==> src/rtl/vga_link_pkg.sv <==
// Shared definitions for the Arduino-to-VGA maze-update link: address map,
// cell state-field codes and link FSM states.
package vga_link_pkg;

    localparam logic [4:0]  ADDR_SYNC = 5'd31;
    localparam logic [4:0]  ADDR_DONE = 5'd30;
    localparam int unsigned NUM_CELLS = 20;
    localparam int unsigned LINK_W    = 9;

    typedef enum logic [2:0] {
        CellUnvisited   = 3'd0,
        CellVisited     = 3'd1,
        CellUnreachable = 3'd2,
        CellRobotN      = 3'd3,
        CellRobotE      = 3'd4,
        CellRobotS      = 3'd5,
        CellRobotW      = 3'd6
    } cell_state_e;

    typedef enum logic [1:0] {
        StIdle,
        StN0,
        StN1,
        StN2
    } link_state_e;

    typedef enum logic [1:0] {
        AddrCell,
        AddrDone,
        AddrSync,
        AddrIllegal
    } addr_class_e;

    function automatic addr_class_e classify_addr(input logic [4:0] addr);
        if (addr == ADDR_SYNC) begin
            return AddrSync;
        end else if (addr == ADDR_DONE) begin
            return AddrDone;
        end else if (addr < 5'(NUM_CELLS)) begin
            return AddrCell;
        end
        return AddrIllegal;
    endfunction

endpackage

==> src/rtl/strobe_filter.sv <==
// Resynchronises the raw link pins and turns each sufficiently long STB high
// period into a single-cycle EVENT, alongside the synced DATA and ADDR fields.
module strobe_filter
    import vga_link_pkg::*;
#(
    parameter int unsigned SYNC_STAGES = 2,
    parameter int unsigned STROBE_MIN  = 4
) (
    input  logic              CLOCK,
    input  logic              RESET_N,
    input  logic [LINK_W-1:0] LINK_IN,
    output logic              EVENT,
    output logic [2:0]        DATA_S,
    output logic [4:0]        ADDR_S
);

    localparam int unsigned CntW = $clog2(STROBE_MIN + 1);

    logic [LINK_W-1:0] sync_q [SYNC_STAGES];
    logic [CntW-1:0]   cnt_q;
    logic              event_q;
    logic              stb_s;

    assign stb_s  = sync_q[SYNC_STAGES-1][5];
    assign DATA_S = sync_q[SYNC_STAGES-1][8:6];
    assign ADDR_S = sync_q[SYNC_STAGES-1][4:0];
    assign EVENT  = event_q;

    always_ff @(posedge CLOCK) begin
        if (!RESET_N) begin
            for (int i = 0; i < int'(SYNC_STAGES); i++) begin
                sync_q[i] <= '0;
            end
            cnt_q   <= '0;
            event_q <= 1'b0;
        end else begin
            sync_q[0] <= LINK_IN;
            for (int i = 1; i < int'(SYNC_STAGES); i++) begin
                sync_q[i] <= sync_q[i-1];
            end
            // Count saturates at STROBE_MIN so a long high period fires only once.
            if (!stb_s) begin
                cnt_q <= '0;
            end else if (cnt_q != CntW'(STROBE_MIN)) begin
                cnt_q <= cnt_q + 1'b1;
            end
            event_q <= stb_s && (cnt_q == CntW'(STROBE_MIN - 1));
        end
    end

endmodule

==> src/rtl/arduino_link_rx.sv <==
// Link receiver: assembles three nibbles per cell word, writes the cell RAM,
// tracks the DONE flag and reports aborted or illegal transfers.
module arduino_link_rx
    import vga_link_pkg::*;
#(
    parameter int unsigned SYNC_STAGES = 2,
    parameter int unsigned STROBE_MIN  = 4,
    parameter int unsigned TIMEOUT     = 25000,
    parameter int unsigned ERR_W       = 8
) (
    input  logic              CLOCK,
    input  logic              RESET_N,
    input  logic [LINK_W-1:0] LINK_IN,
    output logic              WR_EN,
    output logic [4:0]        WR_ADDR,
    output logic [8:0]        WR_DATA,
    output logic              DONE,
    output logic              FRAME_ERR,
    output logic [ERR_W-1:0]  ERR_COUNT
);

    localparam int unsigned TmoW = $clog2(TIMEOUT + 1);

    logic        evt;
    logic [2:0]  data_s;
    logic [4:0]  addr_s;

    link_state_e state_q;
    logic [4:0]  lat_addr_q;
    logic [5:0]  asm_q;
    logic [TmoW-1:0] tmo_q;
    logic        wr_en_q;
    logic [4:0]  wr_addr_q;
    logic [8:0]  wr_data_q;
    logic        done_q;
    logic        frame_err_q;
    logic [ERR_W-1:0] err_cnt_q;

    addr_class_e cls;
    logic        in_word;
    logic        timeout_hit;
    logic        err;

    strobe_filter #(
        .SYNC_STAGES (SYNC_STAGES),
        .STROBE_MIN  (STROBE_MIN)
    ) u_strobe_filter (
        .CLOCK   (CLOCK),
        .RESET_N (RESET_N),
        .LINK_IN (LINK_IN),
        .EVENT   (evt),
        .DATA_S  (data_s),
        .ADDR_S  (addr_s)
    );

    always_comb begin
        cls         = classify_addr(addr_s);
        in_word     = (state_q == StN1) || (state_q == StN2);
        timeout_hit = in_word && (tmo_q == TmoW'(TIMEOUT - 1));
        err         = 1'b0;
        // An event in the timeout cycle takes priority and cancels the timeout.
        if (evt) begin
            unique case (state_q)
                StN0:       err = (cls == AddrIllegal);
                StN1, StN2: err = (cls == AddrSync) || (addr_s != lat_addr_q);
                default:    err = 1'b0;
            endcase
        end else begin
            err = timeout_hit;
        end
    end

    always_ff @(posedge CLOCK) begin
        if (!RESET_N) begin
            state_q     <= StIdle;
            lat_addr_q  <= '0;
            asm_q       <= '0;
            tmo_q       <= '0;
            wr_en_q     <= 1'b0;
            wr_addr_q   <= '0;
            wr_data_q   <= '0;
            done_q      <= 1'b0;
            frame_err_q <= 1'b0;
            err_cnt_q   <= '0;
        end else begin
            wr_en_q     <= 1'b0;
            frame_err_q <= err;
            if (err && (err_cnt_q != '1)) begin
                err_cnt_q <= err_cnt_q + 1'b1;
            end

            if (evt || !in_word) begin
                tmo_q <= '0;
            end else begin
                tmo_q <= tmo_q + 1'b1;
            end

            if (evt) begin
                if (cls == AddrSync) begin
                    state_q <= StN0;
                end else begin
                    unique case (state_q)
                        StIdle: begin
                        end
                        StN0: begin
                            if (cls == AddrCell) begin
                                lat_addr_q <= addr_s;
                                asm_q[2:0] <= data_s;
                                state_q    <= StN1;
                            end else if (cls == AddrDone) begin
                                done_q <= 1'b1;
                            end else begin
                                state_q <= StIdle;
                            end
                        end
                        StN1: begin
                            if (addr_s == lat_addr_q) begin
                                asm_q[5:3] <= data_s;
                                state_q    <= StN2;
                            end else begin
                                state_q <= StIdle;
                            end
                        end
                        StN2: begin
                            if (addr_s == lat_addr_q) begin
                                wr_data_q <= {data_s, asm_q};
                                wr_addr_q <= lat_addr_q;
                                wr_en_q   <= 1'b1;
                                done_q    <= 1'b0;
                                state_q   <= StN0;
                            end else begin
                                state_q <= StIdle;
                            end
                        end
                        default: state_q <= StIdle;
                    endcase
                end
            end else if (timeout_hit) begin
                state_q <= StIdle;
            end
        end
    end

    assign WR_EN     = wr_en_q;
    assign WR_ADDR   = wr_addr_q;
    assign WR_DATA   = wr_data_q;
    assign DONE      = done_q;
    assign FRAME_ERR = frame_err_q;
    assign ERR_COUNT = err_cnt_q;

endmodule

==> config.mk <==
export PLATFORM = sky130hd
export DESIGN_NAME = arduino_link_rx
export DESIGN_NICKNAME = d
export VERILOG_FILES = /design/src/rtl/vga_link_pkg.sv /design/src/rtl/strobe_filter.sv /design/src/rtl/arduino_link_rx.sv
export SDC_FILE = /design/constraint.sdc
export NUM_CORES = 1
export LEC_CHECK = 0
export ABC_AREA = 1
export BUFFER_PORTS_ARGS = -buffer_cell sky130_fd_sc_hd__buf_2
export CORE_MARGIN = 4
export CORE_UTILIZATION = 51
export CTS_CLUSTER_SIZE = 30
export DETAILED_ROUTE_END_ITERATION = 8
export HOLD_SLACK_MARGIN = 0.1
export PLACE_DENSITY = 0.74
export SETUP_SLACK_MARGIN = 0.2
export SLEW_MARGIN = 30
export SYNTH_ARGS = -nofsm -noshare
export SYNTH_HDL_FRONTEND = slang
export SYNTH_SLANG_ARGS = --single-unit
export TNS_END_PERCENT = 100
==> constraint.sdc <==
create_clock -name CLOCK -period 1.5 [get_ports CLOCK]
set_input_delay 0.075 -clock CLOCK [delete_from_list [all_inputs] [get_ports CLOCK]]
set_output_delay 0.075 -clock CLOCK [all_outputs]
set_load 0.02 [all_outputs]
==> flow_summary.ini <==
[run]
cap_violations = 0

[clocking]
clockRootBuffer = clkbuf_8
clk_latency_ns = 0.36
cts_buffers = 9
cts.sinks = 75
cts.path.max_buffers = 2
cts.reportedPaths.clkPinSlew_ns = 0.08
cts_tree = yes
htreeDepth = 3

[timing]
hold_viol = 0
drv_slew = 0
finClkSkew_ns = 0.00625
clock.fmax_mhz = 629
worstMarginPinSlew_ns = 0.320
setup_viol = 29
fin_ws_ns = -0.0887
maxSlewHeadroom_pct = 78.6
grt_setup_unrepaired = yes
min_period_ns = 1.59
tns_ns = -1.06
finalCritPeriodShare_pct = 106

[die]
ios = 36
die_w_um = 85.4
fp.dieH_um = 85.4
num_rows = 27
start_util_pct = 54.1
coreArea_mm2 = 0.00564
dieArea_mm2 = 0.00729

[logic_synthesis]
synth_nets = 411
synthCells = 395
yosys_register_bits = 75
synthTopCellsByCount = nand2_1, dfxtp_1, inv_1, a21oi_1, nor2_1
yosysUniqueCellTypes = 33
synthFlopType = dfxtp_1
yosysSeqAreaShare_pct = 49.2
synth_most_common_cell = nand2_1
synth-warning-count = 0
synth-async-reset-ratio_pct = 0
syn_area_mm2 = 0.00305
yosys.area.top_type_share_pct = 49.2
synth_area_per_cell_um2 = 7.73
synth.largest_area_cell = dfxtp_1
synth_edf_count = 0
ys_top_cells_by_area = dfxtp_1, nand2_1, a21oi_1

[layout]
final_nets = 524
final_core_util_pct = 81.0
syn2layout_area_growth_pct = 49.6
seqCellArea_mm2 = 0.00153
diodes = 0
fillCellCount = 337
finalNonFillerCells = 585
final_layout_size_suffix_gt1_share_pct = 43.9
multiInputGateArea_mm2 = 0.00166

[global_routing]
overflow = 0
grt_pass1_vias = 2712
antenna_found_initial = 0
grtUsageTotal_pct = 20.6
grt_pass1_wl_um = 12000
grt_max_degree = 27

[critical_path]
r2r_cells = 12
crit_path_max_fanout = 3
critPathKind = register to register
critPathLaunchType = register
cp-end-kind = register
required_ns = 1.75
cp.arrival_ns = 1.84

[pwr]
finalPower_uw = 3930
leakagePower_uw = 0.00192
power_density_mw_per_mm2 = 860
vdd_ir_drop_max_mv = 1.01

[hold_path]
holdPathStages = 2
min_path_type = register to register

[drt]
wl_per_cell_um = 14.0
viasPerCell = 5.08
postRouteWirelength_um = 8200
route.detailed.drc = 0
num_vias = 2972
firstDrtPassIters = 4
drt_iter0_drc = 154
drtAntennaViolNets = 0

[placed_design]
place_hpwl_um = 4780
dp_cells = 522
routabilityCongestion = 0.825
io_buffers = 35

[outcome]
violations = setup timing
run_status = finished, violations left
## state kept, by name, indices dropped and copies added, names as in the netlist, 2 cells and up
signal	cells
u_strobe_filter.sync_q	18
tmo_q	15
WR_DATA	9
ERR_COUNT	8
asm_q	6
WR_ADDR	5
lat_addr_q	5
u_strobe_filter.cnt_q	3
state_q	2
## what timing repair did
action | 4_1_cts | 5_1_grt
resized for setup | 36 | 70
pin swaps | 30 | 31
setup buffers | 21 | 14
hold buffers | 10 | 0
setup endpoints to repair | 44 | 42
cloned | 1 | 1
endpoints found under the hold margin | 15 | 0
## worst paths after layout
path	from	to	slack [ns]
setup / recovery	tmo_q[0]	tmo_q[13]	-0.09
hold / removal	u_strobe_filter.sync_q[0][5]	u_strobe_filter.sync_q[0][14]	0.41
hold reg to reg	u_strobe_filter.sync_q[0][5]	u_strobe_filter.sync_q[0][14]	0.41
setup reg to reg	tmo_q[0]	tmo_q[13]	-0.09
## per-layer routing
metal	global-route usage [%]	routed length (um)	vias up
met5	0	0	-
met4	11.8	231	0
met3	3.40	378	23
met2	34.5	4100	85
met1	24.7	3480	1371
li1	-	-	1493
## kinds of logic (layout without fill, tap and decap cells)
| kind of cell | Yosys count | count (layout) | synth area share, % |
|---|---|---|---|
| adders and majority gates | 5 | 5 | 2.05 |
| xor gates and xnor gates | 8 | 8 | 2.29 |
| AOI/OAI and AO/OA | 63 | 63 | 11.0 |
| buffers and inverters | 62 | 180 | 8.15 |
| DFF | 75 | 75 | 49.2 |
| and+or+nand+nor | 182 | 182 | 27.4 |
## power by group
group	leakage (uW)	switching [uW]	internal (uW)
Combinational	0.00119	73.5	62.2
Clock	0.000113	743	1030
Sequential	0.000615	16.5	2010
## area by class of cell
| class | count | share of cell area [%] |
|---|---|---|
| clock buffer | 12 | 3.40 |
| clock inverter | 4 | 1.59 |
| inverter | 53 | 4.35 |
| multi-input combinational | 258 | 36.3 |
| sequential | 75 | 33.4 |
| tap | 72 | 1.97 |
| timing repair buffer | 111 | 19.0 |
## through the flow
step | area, um^2 | setup WS (ns) | hold slack [ns]
global placement | 3540 | -0.0180 | 0.262
finish | 4570 | -0.0887 | 0.413
floorplan | 3120 | -0.0141 | 0.173
global route | 4570 | -0.225 | 0.428
CTS | 4190 | 0.000408 | 0.414
detailed placement | 3540 | -0.0822 | 0.268
## layout by cell type, fill, tap and decap left out, types with 11 or more instances in the layout
cell	count
a21oi_2	16
nor2_1	28
nand2_2	17
clkbuf_8	11
a21oi_1	25
inv_1	40
buf_2	35
nand3_2	15
inv_2	12
buf_4	53
nand2_1	70
dfxtp_1	62
## worst max-delay path, cell delays in order (launching register included)
cell and delay (ns):
dfxtp_2 0.37, buf_6 0.11, nand3_4 0.08, nor2_4 0.12, nand2_2 0.07, nor2_4 0.14
nand2_4 0.08, nor2_4 0.12, nand2_2 0.09, nor2_2 0.13, nand3_1 0.08, nand2_1 0.06
nor2_1 0.04
(Power assumes the default switching activity.)
